$ cat config.mk
export PLATFORM = sky130hd
export DESIGN_NAME = uart_wb_debug_bridge
export DESIGN_NICKNAME = d
export VERILOG_FILES = /design/src/rtl/uart_wb_dbg_pkg.sv /design/src/rtl/uart_wb_dbg_phy.sv /design/src/rtl/uart_wb_debug_bridge.sv
export SDC_FILE = /design/constraint.sdc
export NUM_CORES = 1
export LEC_CHECK = 0
export CAP_MARGIN = 10
export CORE_MARGIN = 8
export CORE_UTILIZATION = 55
export DETAILED_ROUTE_END_ITERATION = 7
export PLACE_DENSITY = 0.83
export SETUP_SLACK_MARGIN = 0.5
export SLEW_MARGIN = 25
export SYNTH_ARGS = -nofsm -noshare
export SYNTH_HDL_FRONTEND = slang
export SYNTH_HIERARCHICAL = 1
export SYNTH_SLANG_ARGS = --single-unit
$ cat constraint.sdc
create_clock -name wb_clk_i -period 2.6 [get_ports wb_clk_i]
set_input_delay 0.26 -clock wb_clk_i [delete_from_list [all_inputs] [get_ports wb_clk_i]]
set_output_delay 0.26 -clock wb_clk_i [all_outputs]
set_load 0.01 [all_outputs]
$ cat src/rtl/uart_wb_dbg_pkg.sv
// Shared definitions for the UART-to-Wishbone debug bridge.
// Holds host command codes, frame/word byte-count constants and the
// state encodings used by the bridge FSM and the UART receiver.
package uart_wb_dbg_pkg;

    // Host command bytes
    localparam logic [7:0] CMD_WRITE = 8'h01;
    localparam logic [7:0] CMD_READ  = 8'h02;

    // Address and data words are both 4 bytes on the wire
    localparam int unsigned WORD_BYTES = 4;
    localparam logic [1:0]  LAST_BYTE  = 2'(WORD_BYTES - 1);

    // 8N1: start + 8 data + stop
    localparam int unsigned UART_FRAME_BITS = 10;

    typedef enum logic [2:0] {
        StIdle,
        StSize,
        StAddr,
        StWdata,
        StWbWr,
        StWbRd,
        StRdata,
        StNext
    } state_e;

    typedef enum logic [1:0] {
        RxIdle,
        RxStart,
        RxData,
        RxStop
    } rx_state_e;

endpackage

$ cat src/rtl/uart_wb_dbg_phy.sv
// UART physical layer for the debug bridge: 2-flop input synchroniser,
// mid-bit RX sampler with start-glitch rejection, and an 8N1 TX serialiser.
// Ports:
//   clk_i, rst_i          clock, synchronous active-high reset
//   rx_i                  raw serial input (asynchronous, idle high)
//   tx_o                  serial output (registered, idle high)
//   rx_data_o/rx_valid_o  received byte with 1-cycle valid pulse
//   rx_ferr_o             1-cycle pulse when a byte has a 0 stop bit
//   tx_data_i/tx_start_i  byte to send, loaded on tx_start_i when idle
//   tx_busy_o             high for exactly UART_FRAME_BITS*CLK_DIV cycles
module uart_wb_dbg_phy
    import uart_wb_dbg_pkg::*;
#(
    parameter int unsigned CLK_DIV = 434
) (
    input  logic       clk_i,
    input  logic       rst_i,
    input  logic       rx_i,
    output logic       tx_o,
    output logic [7:0] rx_data_o,
    output logic       rx_valid_o,
    output logic       rx_ferr_o,
    input  logic [7:0] tx_data_i,
    input  logic       tx_start_i,
    output logic       tx_busy_o
);

    localparam int unsigned   CW             = (CLK_DIV > 1) ? $clog2(CLK_DIV) : 1;
    localparam logic [CW-1:0] DIV_LAST       = CW'(CLK_DIV - 1);
    localparam logic [CW-1:0] HALF_LAST      = CW'(CLK_DIV / 2 - 1);
    localparam logic [3:0]    LAST_FRAME_BIT = 4'(UART_FRAME_BITS - 1);

    logic          rx_meta_q;
    logic          rx_sync_q;
    logic          rx_prev_q;
    rx_state_e     rx_state_q;
    logic [CW-1:0] rx_cnt_q;
    logic [2:0]    rx_bit_q;
    logic [7:0]    rx_shift_q;

    logic [9:0]    tx_shift_q;
    logic [CW-1:0] tx_cnt_q;
    logic [3:0]    tx_bit_q;

    // Receiver
    always_ff @(posedge clk_i) begin
        if (rst_i) begin
            rx_meta_q  <= 1'b1;
            rx_sync_q  <= 1'b1;
            rx_prev_q  <= 1'b1;
            rx_state_q <= RxIdle;
            rx_cnt_q   <= '0;
            rx_bit_q   <= '0;
            rx_shift_q <= '0;
            rx_data_o  <= '0;
            rx_valid_o <= 1'b0;
            rx_ferr_o  <= 1'b0;
        end else begin
            rx_meta_q  <= rx_i;
            rx_sync_q  <= rx_meta_q;
            rx_prev_q  <= rx_sync_q;
            rx_valid_o <= 1'b0;
            rx_ferr_o  <= 1'b0;
            case (rx_state_q)
                RxIdle: begin
                    if (rx_prev_q && !rx_sync_q) begin
                        rx_state_q <= RxStart;
                        rx_cnt_q   <= '0;
                    end
                end
                RxStart: begin
                    // Line back high at mid start bit means it was a glitch
                    if (rx_cnt_q == HALF_LAST) begin
                        rx_cnt_q   <= '0;
                        rx_bit_q   <= '0;
                        rx_state_q <= rx_sync_q ? RxIdle : RxData;
                    end else begin
                        rx_cnt_q <= rx_cnt_q + CW'(1);
                    end
                end
                RxData: begin
                    if (rx_cnt_q == DIV_LAST) begin
                        rx_cnt_q   <= '0;
                        rx_shift_q <= {rx_sync_q, rx_shift_q[7:1]};
                        rx_bit_q   <= rx_bit_q + 3'd1;
                        if (rx_bit_q == 3'd7) begin
                            rx_state_q <= RxStop;
                        end
                    end else begin
                        rx_cnt_q <= rx_cnt_q + CW'(1);
                    end
                end
                RxStop: begin
                    if (rx_cnt_q == DIV_LAST) begin
                        rx_cnt_q   <= '0;
                        rx_state_q <= RxIdle;
                        if (rx_sync_q) begin
                            rx_data_o  <= rx_shift_q;
                            rx_valid_o <= 1'b1;
                        end else begin
                            rx_ferr_o <= 1'b1;
                        end
                    end else begin
                        rx_cnt_q <= rx_cnt_q + CW'(1);
                    end
                end
                default: rx_state_q <= RxIdle;
            endcase
        end
    end

    // Transmitter: shift register idles at all ones so tx_o rests high
    always_ff @(posedge clk_i) begin
        if (rst_i) begin
            tx_shift_q <= '1;
            tx_cnt_q   <= '0;
            tx_bit_q   <= '0;
            tx_busy_o  <= 1'b0;
        end else if (!tx_busy_o) begin
            if (tx_start_i) begin
                tx_shift_q <= {1'b1, tx_data_i, 1'b0};
                tx_cnt_q   <= '0;
                tx_bit_q   <= '0;
                tx_busy_o  <= 1'b1;
            end
        end else if (tx_cnt_q == DIV_LAST) begin
            tx_cnt_q   <= '0;
            tx_shift_q <= {1'b1, tx_shift_q[9:1]};
            if (tx_bit_q == LAST_FRAME_BIT) begin
                tx_busy_o <= 1'b0;
            end else begin
                tx_bit_q <= tx_bit_q + 4'd1;
            end
        end else begin
            tx_cnt_q <= tx_cnt_q + CW'(1);
        end
    end

    assign tx_o = tx_shift_q[0];

endmodule

$ cat src/rtl/uart_wb_debug_bridge.sv
// UART-to-Wishbone debug master. Host protocol over 8N1 UART:
//   cmd (01 write / 02 read), size (word count), 4 address bytes MSB first,
//   then for writes 4 data bytes LSB first per word. Reads return 4 bytes
//   LSB first per word. Burst words advance the address by ADDR_STEP.
// Optional feature macro: WB_TIMEOUT_EN -- abort a bus cycle after
//   TIMEOUT_CYCLES without ack, set err_o, cancel the rest of the burst and
//   return 0xFFFFFFFF for an aborted read.
// Ports:
//   wb_clk_i, wb_rst_i    clock, synchronous active-high reset
//   uart_rx, uart_tx      serial in (async, idle high) / serial out
//   wbm_*                 Wishbone classic master (32-bit, sel always F)
//   busy_o                high whenever the FSM is not idle
//   err_o                 sticky framing/timeout error, cleared by reset
module uart_wb_debug_bridge
    import uart_wb_dbg_pkg::*;
#(
    parameter int unsigned CLK_DIV        = 434,
    parameter int unsigned TIMEOUT_CYCLES = 1024,
    parameter int unsigned ADDR_STEP      = 4
) (
    input  logic        wb_clk_i,
    input  logic        wb_rst_i,
    input  logic        uart_rx,
    output logic        uart_tx,
    output logic        wbm_cyc_o,
    output logic        wbm_stb_o,
    output logic        wbm_we_o,
    output logic [3:0]  wbm_sel_o,
    output logic [31:0] wbm_adr_o,
    output logic [31:0] wbm_dat_o,
    input  logic [31:0] wbm_dat_i,
    input  logic        wbm_ack_i,
    output logic        busy_o,
    output logic        err_o
);

    logic [7:0]  rx_data;
    logic        rx_valid;
    logic        rx_ferr;
    logic        tx_busy;

    state_e      state_q;
    logic        is_read_q;
    logic [7:0]  count_q;
    logic [1:0]  idx_q;
    logic [31:0] rdata_q;
    logic [7:0]  tx_data_q;
    logic        tx_start_q;

`ifdef WB_TIMEOUT_EN
    localparam logic [31:0] TMO_LAST = 32'(TIMEOUT_CYCLES - 1);
    logic [31:0] tmo_q;
`else
    logic unused_tmo;
    assign unused_tmo = ^TIMEOUT_CYCLES;
`endif

    uart_wb_dbg_phy #(
        .CLK_DIV (CLK_DIV)
    ) u_phy (
        .clk_i      (wb_clk_i),
        .rst_i      (wb_rst_i),
        .rx_i       (uart_rx),
        .tx_o       (uart_tx),
        .rx_data_o  (rx_data),
        .rx_valid_o (rx_valid),
        .rx_ferr_o  (rx_ferr),
        .tx_data_i  (tx_data_q),
        .tx_start_i (tx_start_q),
        .tx_busy_o  (tx_busy)
    );

    assign busy_o = (state_q != StIdle);

    always_ff @(posedge wb_clk_i) begin
        if (wb_rst_i) begin
            state_q    <= StIdle;
            is_read_q  <= 1'b0;
            count_q    <= '0;
            idx_q      <= '0;
            rdata_q    <= '0;
            tx_data_q  <= '0;
            tx_start_q <= 1'b0;
            wbm_cyc_o  <= 1'b0;
            wbm_stb_o  <= 1'b0;
            wbm_we_o   <= 1'b0;
            wbm_sel_o  <= '0;
            wbm_adr_o  <= '0;
            wbm_dat_o  <= '0;
            err_o      <= 1'b0;
`ifdef WB_TIMEOUT_EN
            tmo_q      <= '0;
`endif
        end else begin
            tx_start_q <= 1'b0;
`ifdef WB_TIMEOUT_EN
            if (state_q != StWbWr && state_q != StWbRd) begin
                tmo_q <= '0;
            end
`endif
            case (state_q)
                StIdle: begin
                    if (rx_valid && (rx_data == CMD_WRITE || rx_data == CMD_READ)) begin
                        is_read_q <= (rx_data == CMD_READ);
                        state_q   <= StSize;
                    end
                end
                StSize: begin
                    if (rx_valid) begin
                        count_q <= rx_data;
                        idx_q   <= '0;
                        state_q <= (rx_data == 8'd0) ? StIdle : StAddr;
                    end
                end
                StAddr: begin
                    if (rx_valid) begin
                        wbm_adr_o <= {wbm_adr_o[23:0], rx_data};
                        idx_q     <= idx_q + 2'd1;
                        if (idx_q == LAST_BYTE) begin
                            idx_q <= '0;
                            if (is_read_q) begin
                                wbm_cyc_o <= 1'b1;
                                wbm_stb_o <= 1'b1;
                                wbm_we_o  <= 1'b0;
                                wbm_sel_o <= 4'hF;
                                state_q   <= StWbRd;
                            end else begin
                                state_q <= StWdata;
                            end
                        end
                    end
                end
                StWdata: begin
                    // Bytes arrive LSB first: shift in from the top
                    if (rx_valid) begin
                        wbm_dat_o <= {rx_data, wbm_dat_o[31:8]};
                        idx_q     <= idx_q + 2'd1;
                        if (idx_q == LAST_BYTE) begin
                            idx_q     <= '0;
                            wbm_cyc_o <= 1'b1;
                            wbm_stb_o <= 1'b1;
                            wbm_we_o  <= 1'b1;
                            wbm_sel_o <= 4'hF;
                            state_q   <= StWbWr;
                        end
                    end
                end
                StWbWr, StWbRd: begin
                    if (wbm_ack_i) begin
                        wbm_cyc_o <= 1'b0;
                        wbm_stb_o <= 1'b0;
                        wbm_we_o  <= 1'b0;
                        wbm_sel_o <= '0;
                        if (state_q == StWbRd) begin
                            rdata_q    <= wbm_dat_i;
                            tx_data_q  <= wbm_dat_i[7:0];
                            tx_start_q <= 1'b1;
                            idx_q      <= '0;
                            state_q    <= StRdata;
                        end else begin
                            state_q <= StNext;
                        end
                    end
`ifdef WB_TIMEOUT_EN
                    else if (tmo_q == TMO_LAST) begin
                        wbm_cyc_o <= 1'b0;
                        wbm_stb_o <= 1'b0;
                        wbm_we_o  <= 1'b0;
                        wbm_sel_o <= '0;
                        err_o     <= 1'b1;
                        // Zero count marks the burst as cancelled
                        count_q   <= '0;
                        if (state_q == StWbRd) begin
                            rdata_q    <= '1;
                            tx_data_q  <= 8'hFF;
                            tx_start_q <= 1'b1;
                            idx_q      <= '0;
                            state_q    <= StRdata;
                        end else begin
                            state_q <= StIdle;
                        end
                    end else begin
                        tmo_q <= tmo_q + 32'd1;
                    end
`endif
                end
                StRdata: begin
                    // tx_busy only rises the cycle after tx_start, so skip that cycle
                    if (!tx_start_q && !tx_busy) begin
                        if (idx_q == LAST_BYTE) begin
                            state_q <= (count_q == 8'd0) ? StIdle : StNext;
                        end else begin
                            idx_q      <= idx_q + 2'd1;
                            rdata_q    <= {8'h00, rdata_q[31:8]};
                            tx_data_q  <= rdata_q[15:8];
                            tx_start_q <= 1'b1;
                        end
                    end
                end
                StNext: begin
                    wbm_adr_o <= wbm_adr_o + 32'(ADDR_STEP);
                    count_q   <= count_q - 8'd1;
                    idx_q     <= '0;
                    if (count_q == 8'd1) begin
                        state_q <= StIdle;
                    end else if (is_read_q) begin
                        wbm_cyc_o <= 1'b1;
                        wbm_stb_o <= 1'b1;
                        wbm_we_o  <= 1'b0;
                        wbm_sel_o <= 4'hF;
                        state_q   <= StWbRd;
                    end else begin
                        state_q <= StWdata;
                    end
                end
                default: state_q <= StIdle;
            endcase

            // Framing error aborts header/data collection; bus phases run on
            if (rx_ferr) begin
                err_o <= 1'b1;
                if (state_q == StSize || state_q == StAddr || state_q == StWdata) begin
                    state_q <= StIdle;
                end
            end
        end
    end

endmodule

* Yosys cells after proc, flatten, opt, wreduce, memory -nomap -nowiden
Index checks and enable logic that the tools add are counted.
** Cells by class
- Add/subtract/negate cells :: 7
- Bitwise gates (word level) :: 2
- Equal/unequal tests :: 37
- Reduce and logical (&&, ||, !) cells :: 38
- Muxes and demuxes :: 100
** Operators with widths (number)
- two-way mux 32 bit :: 5
- case mux 32 bit (2 select lines) :: 2
- two-way mux 9 bit :: 6
- two-way mux 3 bit :: 16
- two-way mux 4 bit :: 11
- two-way mux 8 bit :: 5
- adder 32 x 3 -> 32 bit (second input constant) :: 1
- case mux 8 bit (2 select lines) :: 2
- two-way mux 10 bit :: 3
- two-way mux 2 bit :: 14
- case mux 9 bit (3 select lines) :: 1
- two-way mux 1 bit :: 26
- case mux 3 bit (7 select lines) :: 1
- adder 9 x 1 -> 9 bit (second input constant) :: 2
- == test 9 bit (second input constant) :: 2
- != test 2 x 1 -> 1 bit (second input constant) :: 9
- != test 2 bit (second input constant) :: 9
- == test 8 x 1 -> 1 bit (second input constant) :: 2
- logical NOT 8 bit :: 2
- case mux 4 bit (4 select lines) :: 1
- == test 3 bit (second input constant) :: 5
- AND reduction 7 bit :: 2
- case mux 1 bit (4 select lines) :: 3
- AND reduction 2 bit :: 6
- other kinds (29) :: 48
** Word-level totals
- Output and inout port bits :: 74
- Input bits :: 36
- Logic and storage cells :: 212
- Bits in registers :: 186

* Logic depth before layout (Yosys ltp)
Gate-level depths: netlist of run 1.
- Depth after elaboration :: 7
- Mapped depth :: 8
- Mapped depth without buffers :: 6

* Hierarchy
Netlist of run 1, hierarchy kept.
** Modules (own cells, without submodules)
- uart_wb_debug_bridge :: cells each 690, area an instance 5586.6 um^2, sequential area each 2322.2 um^2, times used 1
- uart_wb_dbg_phy :: cells each 295, area an instance 2758.9 um^2, sequential area each 1161.1 um^2, times used 1

* Worst setup path before layout of run 1
Ideal clock, no wire load.
- Kind :: register to register
- Start point :: register wbm_adr_o[2]
- End point :: register wbm_adr_o[16]
- Setup time :: 0.114 ns
- Required time :: 2.486 ns
- Clock period less this slack :: 1.992 ns
- Data arrival time :: 1.878 ns
- Path slack :: 0.608 ns
- Stages on the path, launching flop included :: 7
- Cells stage by stage :: dfxtp_1 ha_1 nand4_2 nor4_1 nand2_1 mux2i_1 a2111oi_0
** On the way
- Word-level cells in the longest chain between the ends :: 2
** Ends and longest elaborated chain
- from (decl) :: RTL line uart_wb_debug_bridge.sv:29 : output logic [31:0] wbm_adr_o,
- from (signal assigned) :: RTL line uart_wb_debug_bridge.sv:117 : wbm_adr_o <= {wbm_adr_o[23:0], rx_data};
- from (signal assigned) :: RTL line uart_wb_debug_bridge.sv:201 : wbm_adr_o <= wbm_adr_o + 32'(ADDR_STEP);
- adder 32 x 3 -> 32 bit :: RTL line uart_wb_debug_bridge.sv:201
- case mux 32 bit (2 select lines) :: RTL line uart_wb_debug_bridge.sv:101 : case (state_q)
No other way between the ends.
A chain may end at the register's enable or synchronous reset.

* Worst setup path in the final report of run 1
- Start point :: register state_q[2]
- End point :: output port busy_o
** On the way
- Word-level cells in the longest chain between the ends :: 1
** Ends and longest elaborated chain
- from (decl) :: RTL line uart_wb_debug_bridge.sv:42 : state_e state_q;
- from (signal assigned) :: RTL line uart_wb_debug_bridge.sv:77 : state_q <= StIdle;
- from (signal assigned) :: RTL line uart_wb_debug_bridge.sv:105 : state_q <= StSize;
- from (signal assigned) :: RTL line uart_wb_debug_bridge.sv:112 : state_q <= (rx_data == 8'd0) ? StIdle : StAddr;
- nonzero test 3 bit :: RTL line uart_wb_debug_bridge.sv:73 : assign busy_o = (state_q != StIdle);
- to (decl) :: RTL line uart_wb_debug_bridge.sv:33 : output logic busy_o,
No other way between the ends.

==> flow_summary.yaml, run 1 <==
outcome:
  outcome: "finished clean"
synth:
  ys_warn_count: 6
  yosys-top-cells-area: "dfxtp_1 (42%), nand2_1 (6.6%), mux2i_1 (6.1%)"
  synth_area_per_cell_um2: 8.47
  yosysSeqAreaShare_pct: 41.7
  ys_async_sr_fraction_pct: 0
  synth_edf_count: 0
  ys_types: 84
  synth_area_um2: 8350
  syn_nets: 1035
  ys_ff_latch: 174
  synth_top_area_share_pct: 41.7
  synth_top_flop_cell: "dfxtp_1"
  yosysTopAreaCell: "dfxtp_1"
  syn_inst: 985
  yosys.cell_count.top_type: "dfxtp_1"
  synth_common_cells: "dfxtp_1 (174), nand2_1 (146), nor2_1 (93)"
pwr:
  power.total_uw: 5570
  intPower_uw: 4410
  p_sw_share_pct: 20.8
  clkPwrFrac_pct: 49.0
  pwr_density_cell_nw_per_um2: 544
  p_sw_uw: 1160
  ir_drop_uv: 465
  comb_power_share_pct: 2.8
  p_leak_uw: 0.00365
  seqPwrFrac_pct: 48.1
timing:
  tightestPinTransition_ps: 875
  tns_ps: 0
  rsz0062_at_grt: "yes"
  max_freq_mhz: 491
  hold_viol: 0
  post-route-min-period_ps: 2040
  relSlewSlack_pct: 41.3
  skew_ps: 7.53
  finalMaxSlewViolations: 0
  setup-violations-final: 0
  min_period_over_period_pct: 78.4
setup_path:
  worstPathArrival_ps: 1780
  crit_slowest_cell: "clkdlybuf4s50_1"
  required_ps: 2340
  rr_worst_depth: 7
  worstReg2RegEnd: "rdata_q[16]"
  rrSetupSlack_ps: 610
  startpoint: "state_q[2]"
  endpoint: "busy_o"
  crit_chain: "buf_8 -> nor2_2 -> nand2_1 -> clkdlybuf4s50_1"
  path_buf_inv: 2
  crit_type: "flop to output port"
  cp-end-kind: "output port"
  startpoint_type: "flop"
  critPathMaxStageDelay_ps: 560
  timing.rr.start: "idx_q[0]"
  worstSetupPathDepth: 4
  cp_max_fo: 19
  cp_top_family: "buffers and inverters"
drt:
  drt-pass1-iter-count: 5
  wl_mm: 21.7
  drt-initial-drc-count: 718
  vias_per_cell: 5.96
  drcViolationCount: 0
  ant_nets: 0
  vias: 7550
  drt-wirelength-per-cell_um: 17.2
clock_network:
  clkTransAtPathRegs_ps: 60
  cts_inserted_buffers: 17
  cts_sinks: 174
  tritoncts: "yes"
  insertion_delay_ps: 430
  ctsLongestPathBuffers: 2
  cts-root-buf: "clkbuf_16"
  h-tree-depth: 4
global_routing:
  grt_util_all_layers_pct: 21.9
  first_global_vias: 7057
  grt_pass1_wl_mm: 35.5
  grt-ovfl-total: 0
  antenna_found_initial: 0
  grt_max_degree: 78
floorplan:
  start_util_pct: 55.5
  design.core.area_um2: 15000
  die_h_um: 139
  die_area_um2: 19400
  die_w_um: 139
  rows: 45
  num_io_pins: 110
cells_and_area:
  nNetsFinal: 1115
  nFillCells: 1162
  layout-drive-gt1-share_pct: 10.1
  synthToLayoutAreaGrowth_pct: 22.6
  fin_util_pct: 68.1
  n_antenna_cell: 0
flow_run:
  maxCapViolCount: 0
placement:
  numPortBuffers: 109
  dp_hpwl_mm: 14.3
  gp_congestion: 0.874
hold_path:
  hold_path.class: "primary input to flop"
  worstHoldStart: "wb_rst_i"
-- metrics by stage --
stage          std cells  worst slack (ps)  hold slack (ps)  cell area, um2
4_1_cts             1264               428              283           10200
6_report            1266               562              294           10200
2_1_floorplan        985               608              364            8350
5_1_grt             1266               482              320           10200
3_5_place_dp        1232               394              396            9520
3_3_place_gp        1232               511              392            9520
-- logic make-up (layout without fill, tap and decap cells) --
group / Yosys count / count (layout) / synth area share [%]
simple gates: 395 / 396 / 23.5
compound gates: 240 / 240 / 19.3
flops: 174 / 174 / 41.7
fa+ha+maj: 14 / 14 / 2.10
buf+inv: 96 / 188 / 5.34
mux: 62 / 62 / 7.60
xor+xnor: 4 / 4 / 0.420
-- power by group through the flow --
stage,logic [uW],registers [uW],clock network [uW]
after floorplan,78.2,2740,0
after global placement,155,2740,0
after detailed placement,156,2740,0
after CTS,157,2680,2770
after global routing,169,2680,2890
final,158,2680,2730
-- timing repair --
action	4_1_cts	5_1_grt
pin swaps	0	1
endpoints found under the setup margin	16	39
cloned	0	1
gates resized for setup	2	15
buffers inserted	0	1
endpoints found under the hold margin	0	0
hold buffers	0	0
-- cell usage in the layout (no fill, tap or decap), types with 7 or more instances in the layout --
cell | netlist | layout
a211oi_1 | 34 | 34
a21oi_1 | 78 | 78
a221oi_1 | 7 | 7
a311oi_1 | 10 | 10
a31oi_1 | 17 | 17
and2_1 | 9 | 8
buf_4 | 10 | 19
clkbuf_16 | 0 | 17
clkdlybuf4s50_1 | 0 | 108
dfxtp_1 | 174 | 169
ha_1 | 14 | 13
inv_1 | 26 | 26
mux2_2 | 9 | 9
mux2i_1 | 51 | 51
nand2_1 | 146 | 146
nand3_1 | 38 | 38
nand4_1 | 12 | 12
nor2_1 | 93 | 92
nor3_1 | 16 | 15
nor4_1 | 8 | 7
o211ai_1 | 9 | 9
o21ai_0 | 25 | 25
or3_1 | 7 | 7
-- final cells by class --
class	count	area (um2)	area share, %
clock buffer	19	453	4.43
clock inverter	13	188	1.83
inverter	26	97.6	0.954
multi-input combinational	716	4490	43.9
sequential	174	3490	34.1
tap	188	235	2.30
timing repair buffer	130	1280	12.5
-- worst min-delay path by stage --
stage | endpoint | cells past startpoint
global placement | u_phy/rx_sync_q | 1
detailed placement | u_phy/rx_sync_q | 1
finish | err_o | 2
floorplan | u_phy/rx_meta_q | 1
global route | u_phy/tx_cnt_q[0] | 2
CTS | u_phy/tx_cnt_q[0] | 2
-- worst register-to-register path, stage by stage (launching register included) --
cell and delay (ps):
dfxtp_1 330, ha_1 270, nor3_1 310, a31o_1 240, and2_4 260, buf_12 200, nor2_1 60, a211oi_1 230
-- registers in the layout, summed over array words and instances (netlist names), 8 cells and up, named ones only --
register	count
u_phy/tx_shift_q	9
wbm_dat_o	32
wbm_adr_o	32
u_phy/rx_data_o	8
count_q	8
u_phy/tx_cnt_q	9
rdata_q	32
u_phy/rx_cnt_q	9
u_phy/rx_shift_q	8
-- routing by layer --
layer	vias to the layer above	part of all wire (%)	track usage, %
met4	0	1.1	5.60
met3	24	6.4	5.37
met2	265	48	35.5
met5	-	0	0
li1	3708	-	-
met1	3553	45	28.5
Note: power is estimated with default switching activity, not from simulation.
==> inputs of run 2 (changes only) <==
Settings changed: CORE_UTILIZATION 55 to 50, PLACE_DENSITY 0.83 to 0.79.
Clock period 2.6 ns to 1.75 ns, I/O delays scaled along.
==> run 2 against run 1 <==
Net effect:
- the flow now finishes with violations (design-rule violations, negative setup slack)
- register-to-register slack lost 1200 ps
- non-clock buffer count up 198
- cell area up 40%
- clock-buffer cell count unchanged
- core utilization rose by 19 points
==> flow_summary.yaml, run 2 (synthesis gave the netlist of run 1 again) <==
cells_and_area:
  layout-drive-gt1-share_pct: 54.5
  nNetsFinal: 1314
  synthToLayoutAreaGrowth_pct: 71.1
  fin_util_pct: 86.7
  final_cell_mix: "dfxtp_1 (116), buf_4 (108), buf_6 (90)"
  instances_no_fill: 1497
  mostFrequentLayoutCell: "dfxtp_1"
  n_antenna_cell: 0
  top_regs: "rdata_q x32, wbm_adr_o x32, wbm_dat_o x32"
drt:
  ant_nets: 0
  vias_per_cell: 7.29
  wl_mm: 45.7
  drt-pass1-iter-count: 8
  drt-wirelength-per-cell_um: 30.5
  drcViolationCount: 18
  drt-initial-drc-count: 1769
  vias: 10900
setup_path:
  cp_max_fo: 7
  required_ps: 2040
  crit_type: "flop to flop"
  path_buf_inv: 6
  crit_top_cell: "buf_6"
  worstPathArrival_ps: 2600
  crit_slowest_cell: "a21oi_1"
  cp_top_family: "buffers and inverters"
  cp-end-kind: "flop"
  startpoint_type: "flop"
  crit_chain: "buf_6 -> buf_6 -> buf_6 -> buf_6 -> buf_12 -> nor3_4 -> buf_6 -> a22oi_2 -> a21oi_1"
  critPathMaxStageDelay_ps: 590
global_routing:
  antenna_found_initial: 2
  grt_max_degree: 63
  first_global_vias: 9163
  grt_util_all_layers_pct: 28.6
  grt_pass1_wl_mm: 49.6
  grt-ovfl-total: 0
floorplan:
  rows: 47
  die_h_um: 145
  num_io_pins: 110
  die_w_um: 145
  design.core.area_um2: 16500
  die_area_um2: 21100
  start_util_pct: 50.7
pwr:
  p_leak_uw: 0.00580
  power.total_uw: 8620
  pwr_density_cell_nw_per_um2: 604
  ir_drop_uv: 783
timing:
  tns_ps: -10030
  skew_ps: 14.2
  tightestPinTransition_ps: 683
  setup_ws_ps: -564
  worst_hold_slack_ps: 111
  finalMaxSlewViolations: 0
  setup-violations-final: 97
  hold_viol: 0
  rsz0062_at_grt: "yes"
  post-route-min-period_ps: 2310
  max_freq_mhz: 432
  relSlewSlack_pct: 54.4
  min_period_over_period_pct: 132
clock_network:
  clkTransAtPathRegs_ps: 70
  tritoncts: "yes"
  cts-root-buf: "clkbuf_16"
  ctsLongestPathBuffers: 2
  ctsHoldBuffers: 0
  h-tree-depth: 4
  insertion_delay_ps: 460
  cts_inserted_buffers: 17
  cts_sinks: 174
flow_run:
  maxCapViolCount: 0
placement:
  gp_congestion: 0.885
  numPortBuffers: 109
  dp_cells: 1315
  dp_hpwl_mm: 15.8
outcome:
  violations: "design-rule violations, negative setup slack"
  outcome: "finished, violations left"
hold_path:
  hold_path.class: "primary input to flop"
==> run 2: cell count changes in the layout (fill, tap and decap cells not counted), moves of 28 or more <==
cell	before	now
dfxtp_1	169	116
a211oi_1	34	6
a21oi_1	78	25
clkbuf_2	0	31
nand2_1	146	89
nand2_4	0	38
clkdlybuf4s50_1	108	34
buf_6	0	90
dfxtp_4	1	31
buf_4	19	108
a21oi_2	2	54
==> run 2: routing by layer <==
metal	wire length, um	GRT usage (%)
met4	4550	13.3
met3	6220	7.12
met1	15000	33.2
met5	11	0
met2	19900	48.6
==> run 2: layout make-up <==
class | count | area, um2
repair buffers | 328 | 3440
clock inverters | 13 | 174
clock buffers | 19 | 475
flip-flops and latches | 174 | 3630
multi-input cells | 717 | 6180
well taps | 220 | 275
fillers | 540 | 2180
inverters | 26 | 106
==> run 2: worst reg2reg max path: cells and delay by family, from the launching register on <==
family	cells	cell delay (ps)
AO/OA/AOI/OAI	2	660
flip-flops	1	370
AND/OR/NAND/NOR	1	320
buffers and inverters	6	780
==> run 2: power by group <==
group	leakage, uW	total, uW	switching [uW]	internal (uW)
combinational	0.00405	350	204	145
sequential	0.00144	3940	16.9	3920
clock	0.000313	4340	1890	2450
==> run 2: final timing paths <==
kind	start	endpoint	slack [ps]	cells after the start
max reg2reg	state_q[1]	count_q[0]	-560	9
min reg2reg	u_phy/rx_meta_q	u_phy/rx_sync_q	430	1
min	wb_rst_i	u_phy/rx_cnt_q[1]	110	2
max	state_q[1]	count_q[0]	-560	9
==> run 2: repair_timing <==
item,4_1_cts,5_1_grt
setup buffers,82,49
resized for setup,372,314
pin swaps,80,128
gates cloned,15,4
endpoints found under the setup margin,243,240
==> run 2: through the flow <==
step / worst slack [ps] / cell area (um2)
after global placement: 39.3 / 10500
after detailed placement: -61.7 / 10500
after global routing: -551 / 14300
final: -564 / 14300
after CTS: 50.3 / 13000
after floorplan: 142 / 9100
==> inputs of run 3 (changes only) <==
--- a/config.mk
+++ b/config.mk
@@ -8,6 +8,8 @@
 export CAP_MARGIN = 10
+export CORE_ASPECT_RATIO = 1.1
 export CORE_MARGIN = 8
-export CORE_UTILIZATION = 50
+export CORE_UTILIZATION = 57
 export DETAILED_ROUTE_END_ITERATION = 7
-export PLACE_DENSITY = 0.79
+export DONT_BUFFER_PORTS = 1
+export PLACE_DENSITY = 0.78
 export SETUP_SLACK_MARGIN = 0.5
--- a/constraint.sdc
+++ b/constraint.sdc
@@ -3,2 +3,2 @@
 set_output_delay 0.175 -clock wb_clk_i [all_outputs]
-set_load 0.01 [all_outputs]
+set_load 0.1 [all_outputs]
==> run 3 against run 2 <==
Net effect:
- the run now fails in 5_1_grt
- synthesized area did not move
- synthesized cell count did not move
==> flow_summary.yaml, run 3 <==
synth:
  yosys-top-cells-area: "dfxtp_1 (42%), nand2_1 (6.6%), mux2i_1 (6.1%)"
  ys_warn_count: 6
  synth_top_flop_cell: "dfxtp_1"
  synth_area_per_cell_um2: 8.47
  syn_nets: 1035
  ys_ff_latch: 174
  yosysSeqAreaShare_pct: 41.7
  ys_async_sr_fraction_pct: 0
  yosysTopAreaCell: "dfxtp_1"
  syn_inst: 985
  ys_types: 84
  synth_area_um2: 8350
  synth_edf_count: 0
  synth_top_area_share_pct: 41.7
  synth_common_cells: "dfxtp_1 (174), nand2_1 (146), nor2_1 (93)"
  yosys.cell_count.top_type: "dfxtp_1"
clock_network:
  h-tree-depth: 4
  ctsLongestPathBuffers: 2
  cts_inserted_buffers: 17
  cts-root-buf: "clkbuf_16"
  cts_sinks: 174
floorplan:
  rows: 46
  start_util_pct: 58.0
  num_io_pins: 110
  die_w_um: 131
  die_h_um: 143
placement:
  numPortBuffers: 0
  dp_hpwl_mm: 15.0
  place_ws_ps: 17.4
  gp_congestion: 0.902
outcome:
  outcome: "stopped before the end"
  first-error: "[ERROR DPL-0038] Utilization greater than 100%, impossible to legalize"
  stop_stage: "5_1_grt"
timing:
  worst_endpoint: "is_read_q$_SDFFE_PP0P_/D"
  worst-ep-kind: "register data pin"
global_routing:
  grt_max_degree: 161
run 3: timing repair:
item | in CTS
buffers inserted | 94
gates resized for setup | 341
endpoints found under the setup margin | 225
hold buffers | 5
endpoints found under the hold margin | 157
pin swaps | 147
cloned | 17
run 3: stage by stage:
stage          hold slack (ps)  cell area (um2)  std cells
4_1_cts                   -188            12900       1371
3_5_place_dp               260             9810       1223
3_3_place_gp               256             9810       1223
2_1_floorplan              279             9130        985
run 3: cell families after synthesis:
family | after synthesis | share of synthesized area (%)
and+or+nand+nor | 395 | 23.5
AOI/OAI and AO/OA | 240 | 19.3
DFF | 174 | 41.7
buffers and inverters | 96 | 5.34
muxes | 62 | 7.60
adders and majority gates | 14 | 2.10
xor gates and xnor gates | 4 | 0.420
==> inputs of run 4 (changes only) <==
Settings changed: CORE_ASPECT_RATIO 1.1 to unset, CORE_UTILIZATION 57 to 40, PLACE_DENSITY 0.78 to unset, PLACE_DENSITY_LB_ADDON set to 0.15, SETUP_SLACK_MARGIN 0.5 to unset.
Clock period 1.75 ns to 2.3 ns, I/O delays scaled along.
==> run 4 against run 3 <==
Net effect:
- the run now ends clean
==> flow_summary.yaml, run 4 (synthesis gave the netlist of run 1 again) <==
timing:
  max_freq_mhz: 459
  setup-violations-final: 0
  worst_hold_slack_ps: 25.4
  skew_ps: 13.0
  tns_ps: 0
  post-route-min-period_ps: 2180
  min_period_over_period_pct: 94.8
  hold_viol: 0
  setup_ws_ps: 120
  finalMaxSlewViolations: 0
  tightestPinTransition_ps: 907
  rsz0062_at_grt: "no"
  relSlewSlack_pct: 39.0
cells_and_area:
  nNetsFinal: 1139
  layout-drive-gt1-share_pct: 18.9
  mostFrequentLayoutCell: "dfxtp_1"
  top_regs: "rdata_q x32, wbm_adr_o x32, wbm_dat_o x32"
  n_antenna_cell: 0
  synthToLayoutAreaGrowth_pct: 24.1
  final_cell_mix: "dfxtp_1 (152), nand2_1 (146), buf_4 (100)"
  nFillCells: 2017
floorplan:
  die_w_um: 160
  num_io_pins: 110
  die_h_um: 160
  rows: 53
  design.core.area_um2: 20800
  die_area_um2: 25700
  start_util_pct: 40.2
clock_network:
  cts-root-buf: "clkbuf_16"
  insertion_delay_ps: 430
  cts_sinks: 174
  tritoncts: "yes"
  h-tree-depth: 4
  clkTransAtPathRegs_ps: 70
  ctsLongestPathBuffers: 2
  cts_inserted_buffers: 17
global_routing:
  grt-ovfl-total: 0
  grt_util_all_layers_pct: 17.3
  grt_pass1_wl_mm: 37.0
  first_global_vias: 6885
  antenna_found_initial: 0
  grt_max_degree: 111
hold_path:
  hold_depth: 3
  hold_path.class: "primary input to flop"
drt:
  drcViolationCount: 0
  ant_nets: 0
  wl_mm: 22.7
  vias: 7394
  drt-initial-drc-count: 488
  drt-pass1-iter-count: 5
  vias_per_cell: 5.37
  drt-wirelength-per-cell_um: 16.5
setup_path:
  startpoint_type: "flop"
  cp_max_fo: 7
  crit_chain: "ha_1 -> nor4bb_1 -> buf_4 -> and2_1 -> a31oi_1 -> a211oi_1 -> dlygate4sd3_1"
  worstPathArrival_ps: 2550
  rr_worst_depth: 7
  critPathMaxStageDelay_ps: 570
  crit_type: "flop to flop"
  worstSetupPathDepth: 7
  crit_slowest_cell: "dlygate4sd3_1"
  cp_top_family: "buffers and inverters"
  cp-end-kind: "flop"
  path_buf_inv: 2
  required_ps: 2670
placement:
  gp_congestion: 0.852
  dp_hpwl_mm: 14.7
  numPortBuffers: 0
  place_ws_ps: 265
pwr:
  power.total_uw: 5970
  ir_drop_uv: 436
  pwr_density_cell_nw_per_um2: 576
  comb_power_share_pct: 2.2
  seqPwrFrac_pct: 50.7
  p_sw_share_pct: 24.2
  intPower_uw: 4520
  p_leak_uw: 0.00398
  clkPwrFrac_pct: 47.1
  p_sw_uw: 1450
outcome:
  outcome: "finished clean"
flow_run:
  maxCapViolCount: 0
run 4: layout make-up:
| cell class | count | area [um2] | share of cell area, % |
|---|---|---|---|
| clock inverter | 14 | 140 | 1.35 |
| multi-input combinational | 715 | 4460 | 43.1 |
| timing repair buffer | 155 | 1360 | 13.1 |
| inverter | 26 | 97.6 | 0.943 |
| clock buffer | 18 | 429 | 4.15 |
| sequential | 174 | 3520 | 34.0 |
| tap | 275 | 344 | 3.32 |
run 4: worst paths after layout:
| check | from | endpoint | slack [ps] |
|---|---|---|---|
| min | wbm_ack_i | wbm_cyc_o | 30 |
| max reg2reg | u_phy/rx_cnt_q[0] | u_phy/rx_state_q[0] | 120 |
| max | u_phy/rx_cnt_q[0] | u_phy/rx_state_q[0] | 120 |
| min reg2reg | u_phy/rx_meta_q | u_phy/rx_sync_q | 420 |
run 4: what timing repair did:
item,in CTS,in global routing
endpoints found under the setup margin,0,29
endpoints found under the hold margin,149,1
hold buffers,50,1
resized for setup,0,11
setup buffers,0,8
run 4: worst register-to-register path: cells and delay by family, from the launching register on:
| family | cells | cell delay [ps] |
|---|---|---|
| adder cells (fa/ha/maj) | 1 | 170 |
| AO/OA/AOI/OAI | 2 | 340 |
| AND/OR/NAND/NOR | 2 | 440 |
| buffers and inverters | 2 | 780 |
| flip-flops | 1 | 400 |
run 4: routing by layer:
| layer | wire, um | up-vias | global-route usage, % |
|---|---|---|---|
| met2 | 10500 | 147 | 27.0 |
| met4 | 316 | 0 | 5.01 |
| met5 | 0 | - | 0 |
| met3 | 1290 | 19 | 4.99 |
| li1 | - | 3759 | - |
| met1 | 10600 | 3469 | 22.8 |
run 4: metrics by stage:
| stage | instances | utilization [%] | area (um2) |
|---|---|---|---|
| floorplan | 985 | - | 8370 |
| global placement | 1287 | 44.2 | 9170 |
| detailed placement | 1287 | 44.2 | 9170 |
| CTS | 1369 | 49.4 | 10300 |
| global route | 1377 | 49.9 | 10400 |
| finish | 1377 | 49.9 | 10400 |
run 4: power by group through the flow:
stage / combinational (uW) / sequential [uW] / clock, uW
2_1_floorplan: 88.4 / 3090 / 0
3_3_place_gp: 68.0 / 3100 / 0
3_5_place_dp: 67.6 / 3090 / 0
4_1_cts: 127 / 3020 / 2890
5_1_grt: 143 / 3030 / 3030
6_report: 131 / 3030 / 2810
